<file path="src/rtl/fir_tap_loader.sv">
// fir_tap_loader: shadow coefficient memory plus reload sequencer for the FIR.
// Taps are written while idle; a commit drops the FIR enable for a fixed
// number of cycles and then streams every tap, in index order, over a
// valid/ready port. Commits that arrive mid-reload are remembered and
// trigger exactly one more reload.

module fir_tap_loader #(
    parameter int G_NUM_TAPS_LOG2  = 4,
    parameter int G_TAP_WIDTH      = 16,
    parameter int G_RESTART_CYCLES = 2
) (
    input  logic                       clk,
    input  logic                       reset,
    input  logic [G_NUM_TAPS_LOG2-1:0] cfg_wr_addr,
    input  logic [G_TAP_WIDTH-1:0]     cfg_wr_data,
    input  logic                       cfg_wr_en,
    input  logic                       cfg_commit,
    output logic                       busy,
    output logic                       loaded,
    output logic                       wr_err,
    output logic                       fir_enable,
    output logic [G_TAP_WIDTH-1:0]     tap_dout,
    output logic                       tap_dout_valid,
    input  logic                       tap_dout_ready
);

    localparam int K      = 2 ** G_NUM_TAPS_LOG2;
    localparam int RCNT_W = (G_RESTART_CYCLES > 1) ? $clog2(G_RESTART_CYCLES) : 1;

    localparam logic [RCNT_W-1:0]          RCNT_LAST = RCNT_W'(G_RESTART_CYCLES - 1);
    localparam logic [RCNT_W-1:0]          RCNT_ONE  = RCNT_W'(1);
    localparam logic [G_NUM_TAPS_LOG2-1:0] IDX_LAST  = '1;
    localparam logic [G_NUM_TAPS_LOG2-1:0] IDX_ONE   = G_NUM_TAPS_LOG2'(1);

    typedef enum logic [1:0] {
        ST_IDLE,
        ST_RESTART,
        ST_STREAM
    } state_t;

    // Shadow memory and its write strobe
    logic [G_TAP_WIDTH-1:0] mem [K];
    logic                   mem_we;

    // Registered state and its next-state values
    state_t                     state_q, state_d;
    logic [RCNT_W-1:0]          rcnt_q, rcnt_d;
    logic [G_NUM_TAPS_LOG2-1:0] idx_q, idx_d;
    logic                       pending_q, pending_d;
    logic                       busy_d, loaded_d, wr_err_d, fir_enable_d, valid_d;
    logic [G_TAP_WIDTH-1:0]     tap_dout_d;
    logic [G_NUM_TAPS_LOG2-1:0] idx_inc;

    assign idx_inc = idx_q + IDX_ONE;

    // Shadow write port; only the idle state may modify the tap set.
    // NOTE: the memory has no reset branch on purpose -- contents survive a
    // reset, and a reset on a RAM array would prevent RAM inference.
    always_ff @(posedge clk) begin
        if (mem_we) begin
            mem[cfg_wr_addr] <= cfg_wr_data;
        end
    end

    // State and output registers; every output comes straight from a flop.
    // NOTE: sequential blocks use non-blocking (<=) so all flops update
    // together from the values present before the edge.
    always_ff @(posedge clk) begin
        if (reset) begin
            state_q        <= ST_IDLE;
            rcnt_q         <= '0;
            idx_q          <= '0;
            pending_q      <= 1'b0;
            busy           <= 1'b0;
            loaded         <= 1'b0;
            wr_err         <= 1'b0;
            fir_enable     <= 1'b0;
            tap_dout       <= '0;
            tap_dout_valid <= 1'b0;
        end else begin
            state_q        <= state_d;
            rcnt_q         <= rcnt_d;
            idx_q          <= idx_d;
            pending_q      <= pending_d;
            busy           <= busy_d;
            loaded         <= loaded_d;
            wr_err         <= wr_err_d;
            fir_enable     <= fir_enable_d;
            tap_dout       <= tap_dout_d;
            tap_dout_valid <= valid_d;
        end
    end

    // Next-state and next-output decode for the reload sequencer.
    // NOTE: every signal gets a hold/default value first so no path leaves
    // one unassigned, which would otherwise infer a latch.
    always_comb begin
        state_d      = state_q;
        rcnt_d       = rcnt_q;
        idx_d        = idx_q;
        pending_d    = pending_q;
        busy_d       = busy;
        loaded_d     = loaded;
        wr_err_d     = wr_err;
        fir_enable_d = fir_enable;
        tap_dout_d   = tap_dout;
        valid_d      = tap_dout_valid;
        mem_we       = 1'b0;

        case (state_q)
            ST_IDLE: begin
                // A write in the commit cycle lands at the same edge, so it is
                // part of the set that gets streamed.
                mem_we = cfg_wr_en;
                if (cfg_commit) begin
                    state_d      = ST_RESTART;
                    rcnt_d       = '0;
                    busy_d       = 1'b1;
                    loaded_d     = 1'b0;
                    wr_err_d     = 1'b0;
                    fir_enable_d = 1'b0;
                end
            end

            ST_RESTART: begin
                if (cfg_wr_en)  wr_err_d  = 1'b1;
                if (cfg_commit) pending_d = 1'b1;
                if (rcnt_q == RCNT_LAST) begin
                    state_d      = ST_STREAM;
                    idx_d        = '0;
                    tap_dout_d   = mem[0];
                    valid_d      = 1'b1;
                    fir_enable_d = 1'b1;
                end else begin
                    rcnt_d = rcnt_q + RCNT_ONE;
                end
            end

            ST_STREAM: begin
                if (cfg_wr_en)  wr_err_d  = 1'b1;
                if (cfg_commit) pending_d = 1'b1;
                if (tap_dout_valid && tap_dout_ready) begin
                    if (idx_q != IDX_LAST) begin
                        idx_d      = idx_inc;
                        tap_dout_d = mem[idx_inc];
                    end else begin
                        idx_d      = '0;
                        tap_dout_d = '0;
                        valid_d    = 1'b0;
                        // A commit seen anywhere in this reload, including this
                        // very cycle, folds into a single follow-up reload.
                        if (pending_q || cfg_commit) begin
                            state_d      = ST_RESTART;
                            rcnt_d       = '0;
                            pending_d    = 1'b0;
                            fir_enable_d = 1'b0;
                        end else begin
                            state_d  = ST_IDLE;
                            busy_d   = 1'b0;
                            loaded_d = 1'b1;
                        end
                    end
                end
            end

            default: begin
                state_d = ST_IDLE;
            end
        endcase
    end

endmodule

</file>
<file path="config.mk">
export PLATFORM = sky130hd
export DESIGN_NAME = fir_tap_loader
export DESIGN_NICKNAME = d
export VERILOG_FILES = /design/src/rtl/fir_tap_loader.sv
export SDC_FILE = /design/constraint.sdc
export NUM_CORES = 1
export LEC_CHECK = 0
export CORE_ASPECT_RATIO = 1.75
export CORE_UTILIZATION = 57
export CTS_BUF_LIST = sky130_fd_sc_hd__clkbuf_2
export CTS_CLUSTER_DIAMETER = 120
export CTS_CLUSTER_SIZE = 12
export DETAILED_ROUTE_END_ITERATION = 8
export GPL_ROUTABILITY_DRIVEN = 0
export PLACE_DENSITY = 0.78
export SLEW_MARGIN = 20
export SYNTH_ARGS = -nofsm -noshare
export SYNTH_HDL_FRONTEND = slang
export SYNTH_SLANG_ARGS = --single-unit
</file>
<file path="constraint.sdc">
create_clock -name clk -period 2.95 [get_ports clk]
set_input_delay 0.59 -clock clk [delete_from_list [all_inputs] [get_ports clk]]
set_output_delay 0.59 -clock clk [all_outputs]
set_load 0.03 [all_outputs]
</file>
==> results.md, run 1 <==
Global route:
- The first global-routing pass estimated 35000 um of wire.
- The total overflow left after global routing is 0.
- The pin count of the biggest net entering global routing is 44.
- In the global route stage, overall resource usage came out at 0.229.
- The number of antenna violations at the first check in global routing is 1.
- The via count of the first global-routing pass is 6392.

Status:
- The run finished with clean final reports.

Synthesis:
- The synthesized design contains 256 enable-type register cells.
- After synthesis, the most frequently instantiated cells are sky130_fd_sc_hd__edfxtp_1, sky130_fd_sc_hd__mux4_2, sky130_fd_sc_hd__mux2_2, sky130_fd_sc_hd__dfxtp_1, sky130_fd_sc_hd__mux2i_1.
- The share of the Yosys chip area taken by registers is 0.711.
- When the netlist entered floorplanning its net count stood at 669.
- In this run the cell area of the synthesized design comes to 11600 um^2.
- The share of synthesized area in the top cell type comes to 0.661.
- The most instantiated library cell after synthesis is sky130_fd_sc_hd__edfxtp_1.
- The number of different library cells used by synthesis comes to 47.
- In the synthesized netlist, the number of instances is 638.
- The fraction of registers with async set or reset after synthesis is 0.
- The cell taking the most area after synthesis is sky130_fd_sc_hd__edfxtp_1.
- In the synthesized netlist the dominant register cell turns out to be sky130_fd_sc_hd__edfxtp_1.
- For this run, the number of Yosys warnings is 0.
- Counting flops and latches in the post-synthesis netlist gives 285.
- Averaged over all synthesized cells, the footprint is 18.2 um^2.
- Ranked by total cell area, the synthesized netlist is headed by sky130_fd_sc_hd__edfxtp_1, sky130_fd_sc_hd__mux4_2, sky130_fd_sc_hd__dfxtp_1, sky130_fd_sc_hd__mux2_2, sky130_fd_sc_hd__mux2i_1.

Timing:
- Between clock sinks in the finished design, the worst skew comes to 0.0382 ns.
- The count of endpoints failing setup in the final report is 0.
- The maximum frequency from static timing analysis is 0.393 GHz.
- The worst pin sits at a relative slew slack of 0.459.
- Setup repair after global routing left no endpoint under its margin.
- The period utilization is 0.862.
- The number of max-slew violations in the final report is 0.
- For the finished layout, the period the worst path requires is 2.54 ns.
- The hold violation count in the final report is 0.
- For the pin with the worst max-slew slack, the measured transition is 0.811 ns.
- Final hold analysis gives a worst-case slack of 0.508 ns.
- Summed over all failing endpoints, the final setup total negative slack is 0 ns.

Clocking:
- The number of buffers inserted for hold repair after clock tree synthesis is 0.
- The number of gates resized after cts is 0.
- In this run the number of H-tree levels came out at 1.
- The clock buffer count from CTS is 27.
- The total setup buffers inserted after CTS is 0.
- Clock-pin slew was measured on the worst setup and hold paths at 0.21 ns.
- The number of clock sinks is 285.
- The insertion delay of the later-clocked pin in the worst-skew pair is 0.81 ns.
- The tree is rooted in a sky130_fd_sc_hd__clkbuf_2.
- The buffer levels on the longest clock path is 3.
- The TritonCTS clock tree is yes.

Final layout:
- The post-layout utilization of the core is 0.642.
- Of the cells placed in the final design, the portion with a size suffix greater than 1 is 0.269.
- The area overhead of the layout relative to synthesis is 9.50%.
- The final net count is 732.
- The non-filler instance count after layout is 967.

Floorplan:
- The total area inside the core boundary comes to 19800 um^2.
- The die is 110 um wide.
- The floorplan step set the die height to 191 um.
- The number of primary I/O pins is 46.
- The number of cell rows is 68.
- The initial standard-cell utilization of the core is 0.586.
- The die footprint is 21000 um^2.

Setup path:
- Counting both buffers and inverters, the worst setup path holds a total of 1.
- The master of the slowest instance on the critical path is sky130_fd_sc_hd__clkdlybuf4s50_1.
- The worst setup path is launched from a flip-flop.
- Along the worst path, the maximum fanout reaches 4.
- The delay of the slowest cell on the worst path is 0.69 ns.
- The data required time of the worst path is 2.36 ns.
- Data arrives at the worst endpoint at 1.95 ns.
- The endpoint identified for the worst register-to-register timing path is tap_dout[6].
- The classification of the worst setup path is reg -> out.
- Traced cell by cell, the critical path runs through clkdlybuf4s50_1.
- STA classifies the critical path endpoint as a primary output.
- The start of the worst register-to-register path is idx_q[0].
- The cell count of the worst reg-to-reg path is 5.
- The kind of cell with the highest combined delay along the critical path is buffers and inverters.
- The worst-case register-to-register setup slack is 0.46 ns.

Routing:
- The number of remaining DRC errors is 0.
- The routed wirelength normalized by instance count is 23.8 um.
- The initial DRC count is 521.
- The first TritonRoute pass finished after 5 iterations.
- Detailed routing inserted a total of 6117 vias.
- The post-route antenna net violation count is 0.
- After detailed routing, the number of vias per cell comes to 6.33.
- Summed over all layers, the routed wires come to 23000 um.

Min path:
- The type of the tightest min-delay check is reg -> reg.
- The startpoint identified for the worst hold timing path is loaded.
- The worst hold path was traced through 2 stages.
- The path with the worst hold slack has its endpoint at loaded.

Place:
- The HPWL after detailed placement is 15000 um.
- In this run, placement finished with an instance count of 917.
- The count of buffers from port buffering is 45.

Power and ir drop:
- The maximum VDD drop is 0.524 mV.
- The total power draw is 7.44 mW.
- The total power divided by cell area is 585 nW/um^2.
- The leakage dissipation is 3.95 nW.

Job:
- The number of max-cap violations is 0.
-- stage by stage --
step           instance area (um^2)  setup slack (ns)
3_5_place_dp                  12500             0.394
2_1_floorplan                 11600             0.151
6_report                      12700             0.408
5_1_grt                       12700             0.237
4_1_cts                       12700             0.331
3_3_place_gp                  12500             0.467
-- sequential cells by signal, indices dropped and copies added (netlist names) --
name / flops
rcnt_q: 1
idx_q: 4
loaded: 1
tap_dout_valid: 1
state_q: 2
tap_dout: 16
wr_err: 1
pending_q: 1
busy: 1
fir_enable: 1
mem: 256
-- worst max path at each step --
stage / from / end / slack, ns / cells past startpoint
4_1_cts: tap_dout_valid / tap_dout_valid / 0.33 / 1
6_report: tap_dout_valid / tap_dout_valid / 0.41 / 1
2_1_floorplan: state_q[0] / mem[0][0] / 0.15 / 6
5_1_grt: idx_q[0] / tap_dout[10] / 0.24 / 5
3_5_place_dp: tap_dout_ready / tap_dout[6] / 0.39 / 5
3_3_place_gp: tap_dout_ready / tap_dout[13] / 0.47 / 5
-- cell type report --
| class | count | area, um^2 |
|---|---|---|
| Multi-Input combinational cell | 305 | 3190 |
| Antenna cell | 1 | 2.50 |
| Sequential cell | 285 | 8270 |
| Fill cell | 1331 | 7100 |
| Timing Repair Buffer | 74 | 681 |
| Inverter | 8 | 30.0 |
| Tap cell | 245 | 307 |
| Clock buffer | 48 | 240 |
| Clock inverter | 1 | 5.00 |
-- kinds of logic (layout without fill, tap and decap cells) --
logic type	Yosys count	in the layout	share of synthesized area
flops	285	285	0.711
mux	128	128	0.171
simple gates	92	92	0.0437
compound gates	77	77	0.0467
buf+inv	48	131	0.0187
fa+ha+maj	6	6	0.00646
xor+xnor	2	2	0.00151
other cells	0	1	0
-- placed cells by master (no fill, tap or decap), types with 3 or more instances in the layout --
cell type	instances
sky130_fd_sc_hd__a21oi_1	14
sky130_fd_sc_hd__a32oi_1	6
sky130_fd_sc_hd__buf_4	28
sky130_fd_sc_hd__clkbuf_2	48
sky130_fd_sc_hd__clkdlybuf4s50_1	45
sky130_fd_sc_hd__dfxtp_1	28
sky130_fd_sc_hd__edfxtp_1	256
sky130_fd_sc_hd__ha_1	5
sky130_fd_sc_hd__inv_1	8
sky130_fd_sc_hd__mux2_2	48
sky130_fd_sc_hd__mux2i_1	28
sky130_fd_sc_hd__mux4_2	52
sky130_fd_sc_hd__nand2_1	14
sky130_fd_sc_hd__nand2b_1	15
sky130_fd_sc_hd__nand3_1	3
sky130_fd_sc_hd__nand4_1	3
sky130_fd_sc_hd__nor2_1	16
sky130_fd_sc_hd__nor2b_1	10
sky130_fd_sc_hd__nor3_1	4
sky130_fd_sc_hd__nor3_2	5
sky130_fd_sc_hd__nor4_1	12
sky130_fd_sc_hd__o21ai_0	21
sky130_fd_sc_hd__o221ai_1	7
sky130_fd_sc_hd__o221ai_2	3
sky130_fd_sc_hd__o22ai_1	6
sky130_fd_sc_hd__o31a_1	10
-- per-layer routing --
metal  wire (um)  global-route usage  vias up
li1            -                   -     2710
met1        8680               0.284     3125
met2       12300               0.402      223
met3        1300              0.0334       59
met4         793              0.0887        0
met5           0                   0        -
-- where the power goes --
group / internal, mW / switching [mW]
logic: 0.482 / 0.732
clock network: 0.413 / 1.16
registers: 4.56 / 0.0909
total: 5.45 / 1.99
(Power assumes the default switching activity.)
==> run 2: changes to the inputs <==
--- a/config.mk
+++ b/config.mk
@@ -7,7 +7,7 @@
 export LEC_CHECK = 0
 export CORE_ASPECT_RATIO = 1.75
 export CORE_UTILIZATION = 57
-export CTS_BUF_LIST = sky130_fd_sc_hd__clkbuf_2
+export CTS_BUF_LIST = sky130_fd_sc_hd__clkbuf_4 sky130_fd_sc_hd__clkbuf_8
 export CTS_CLUSTER_DIAMETER = 120
 export CTS_CLUSTER_SIZE = 12
 export DETAILED_ROUTE_END_ITERATION = 8
==> run 2 against run 1 <==
Critical path depth up 4. Wire length hardly changed. Sequential share of layout area down 1.4 points. Design area rose by 2.3%. Non-clock buffer count is the same. Critical path type is now reg -> reg.
==> results.md, run 2 (synthesized netlist as in run 1, its figures left out) <==
Status:
- The flow ran to the end, and the final reports show no timing, DRC or antenna violations.

Place:
- Timing analysis after detailed placement gives a worst setup slack of 0.394 ns.
- The placed instance count is 917.
- The count of buffers from port buffering is 45.
- The HPWL after detailed placement is 15000 um.

Clocking:
- The library cell used as clock root buffer is sky130_fd_sc_hd__clkbuf_8.
- Clock-pin slew was measured on the worst setup and hold paths at 0.08 ns.
- The number of gates resized after cts is 0.
- The insertion delay of the later-clocked pin in the worst-skew pair is 0.55 ns.
- In this run, post-CTS hold repair placed 0 buffers.
- No sink is reached through more buffers than the 3 on the longest clock path.
- In this run the post-CTS setup repair buffer count came out at 0.
- The clock buffer count from CTS is 27.
- The clock net in this run drives a total of 285 sinks.
- TritonCTS built the clock tree.
- CTS built an H-tree with a depth of 1.

Floorplan:
- In this run the horizontal extent of the chip is 110 um.
- After floorplanning, the core was sized to cover 19800 um^2.
- The number of cell rows is 68.
- The die footprint is 21000 um^2.
- In this run the vertical extent of the chip is 191 um.
- The number of primary I/O pins is 46.
- The initial utilization of the core area, before any placement, comes to 0.586.

Routing:
- In the final routed layout, each cell accounts on average for 23.8 um.
- The vias per cell is 6.32.
- The first detailed-routing pass ran for 5 iterations.
- The number of remaining DRC errors is 0.
- The initial DRC count is 522.
- The detailed router placed 6109 vias in this run.
- The detail route stage leaves a number of antenna-violating nets equal to 0.
- The routed design has 23000 um of wire.

Timing:
- In this run the tightest slew margin relative to its limit is 0.458.
- The period utilization is 0.835.
- The number of max-slew violations in the final report came to 0.
- Setup violations remaining at the end of the flow were counted as 0.
- For the pin with the worst max-slew slack, the measured transition is 0.812 ns.
- The maximum frequency from static timing analysis is 0.406 GHz.
- The final critical path time including I/O delays and setup is 2.46 ns.
- The hold violation count in the final report is 0.
- The worst-case clock skew is 0.0119 ns.
- Setup repair after global routing left no endpoint under its margin.
- The worst setup slack after layout is 0.487 ns.
- The aggregate negative setup slack is 0 ns.

Setup path:
- Data arrives at the worst endpoint at 2.92 ns.
- STA classifies the critical path endpoint as a flip-flop.
- In this run the critical register-to-register path is captured at tap_dout[6].
- The largest driver fanout on the critical path is 43.
- The cell count of the worst reg-to-reg path is 5.
- The worst setup path is launched from a flip-flop.
- The classification of the worst setup path is reg -> reg.
- In this run the critical register-to-register path is launched from idx_q[0].
- STA puts the critical path data required time at 3.41 ns.
- The most critical setup path has its startpoint at idx_q[0].
- In this run the register-to-register setup slack is 0.49 ns.

Final layout:
- The number of fill cells in the layout is 1287.
- The top register by number of flip-flops is mem.
- The flip-flop count of the largest register, all copies and words added is 256.
- In the final layout, the registers with the most flip-flops are mem: 256 flops, tap_dout: 16 flops, idx_q: 4 flops.
- Of the cells placed in the final design, the portion with a size suffix greater than 1 is 0.269.
- The library cells used most frequently in the layout, excluding fill and tap cells, are sky130_fd_sc_hd__edfxtp_1, sky130_fd_sc_hd__mux4_2, sky130_fd_sc_hd__mux2_2.
- For this run, the number of standard cells in the final layout without fillers is 966.
- The most common library cell in the layout ignoring fill and taps is sky130_fd_sc_hd__edfxtp_1.
- The number of antenna repair diodes is 0.
- The final net count is 732.
- Compared with the post-synthesis result, the final layout area differs by 12.0%.

Global route:
- The first global-routing pass estimated 35000 um of wire.
- The number of antenna violations at the first check in global routing came to 0.
- Across every metal layer, demand over resource in global routing totals 0.230.
- Entering global routing, the biggest net connects 44 pins.
- The total congestion overflow is 0.
- The via count of the first global-routing pass is 6380.

Job:
- The number of max-cap violations is 0.

Power and ir drop:
- The worst-case IR drop observed on VDD is 0.507 mV.
- Summed over all cells, the static leakage comes to 4.04 nW.
- The total power divided by cell area is 630 nW/um^2.

Min path:
- The worst hold path depth is 2.
- The end of the worst hold path is loaded.
- The type of the tightest min-delay check is reg -> reg.
- The startpoint identified for the worst hold timing path is loaded.
-- run 2: cell count changes in the layout (fill, tap and decap cells not counted) --
cell | previous run | this run
sky130_fd_sc_hd__clkbuf_8 | 0 | 27
sky130_fd_sc_hd__diode_2 | 1 | 0
sky130_fd_sc_hd__clkbuf_2 | 48 | 0
sky130_fd_sc_hd__clkbuf_4 | 0 | 21
-- run 2: worst max-delay path by stage --
stage	slack, ns	end	cells past startpoint
detailed placement	0.39	tap_dout[6]	5
floorplan	0.15	mem[0][0]	6
finish	0.49	tap_dout[6]	5
global placement	0.47	tap_dout[13]	5
global route	0.28	tap_dout[10]	5
CTS	0.39	tap_dout[6]	5
-- run 2: metrics by stage --
stage | hold slack (ns) | utilization | total power, mW | cell area, um^2
floorplan | 0.457 | - | 5.51 | 11600
global placement | 0.459 | 0.629 | 5.88 | 12500
detailed placement | 0.487 | 0.629 | 5.94 | 12500
CTS | 0.498 | 0.656 | 8.24 | 13000
global route | 0.530 | 0.656 | 8.51 | 13000
finish | 0.495 | 0.656 | 8.20 | 13000
-- run 2: critical path: stages (launching register included) --
cell	delay (ns)
sky130_fd_sc_hd__dfxtp_2	0.39
sky130_fd_sc_hd__buf_4	0.65
sky130_fd_sc_hd__and3_1	0.35
sky130_fd_sc_hd__xor2_1	0.31
sky130_fd_sc_hd__nand4_2	0.35
sky130_fd_sc_hd__o221ai_1	0.32
-- run 2: metal layers --
layer	share of wire	vias up	track usage
met5	0	-	0
met4	0.034	0	0.0959
met3	0.055	54	0.0344
met2	0.53	229	0.399
met1	0.38	3114	0.283
li1	-	2712	-
-- run 2: final cells by class --
class	count	area [um^2]	area share
clock buffers	48	529	0.0407
clock inverters	1	5.00	0.000385
inverters	8	30.0	0.00231
multi-input cells	305	3190	0.245
flip-flops and latches	285	8270	0.636
well taps	245	307	0.0236
repair buffers	74	681	0.0523
-- run 2: where the power goes --
group	leakage (nW)	internal, mW	switching, mW
Combinational	1.20	0.482	0.735
Clock	0.295	1.12	1.22
Sequential	2.55	4.56	0.0905
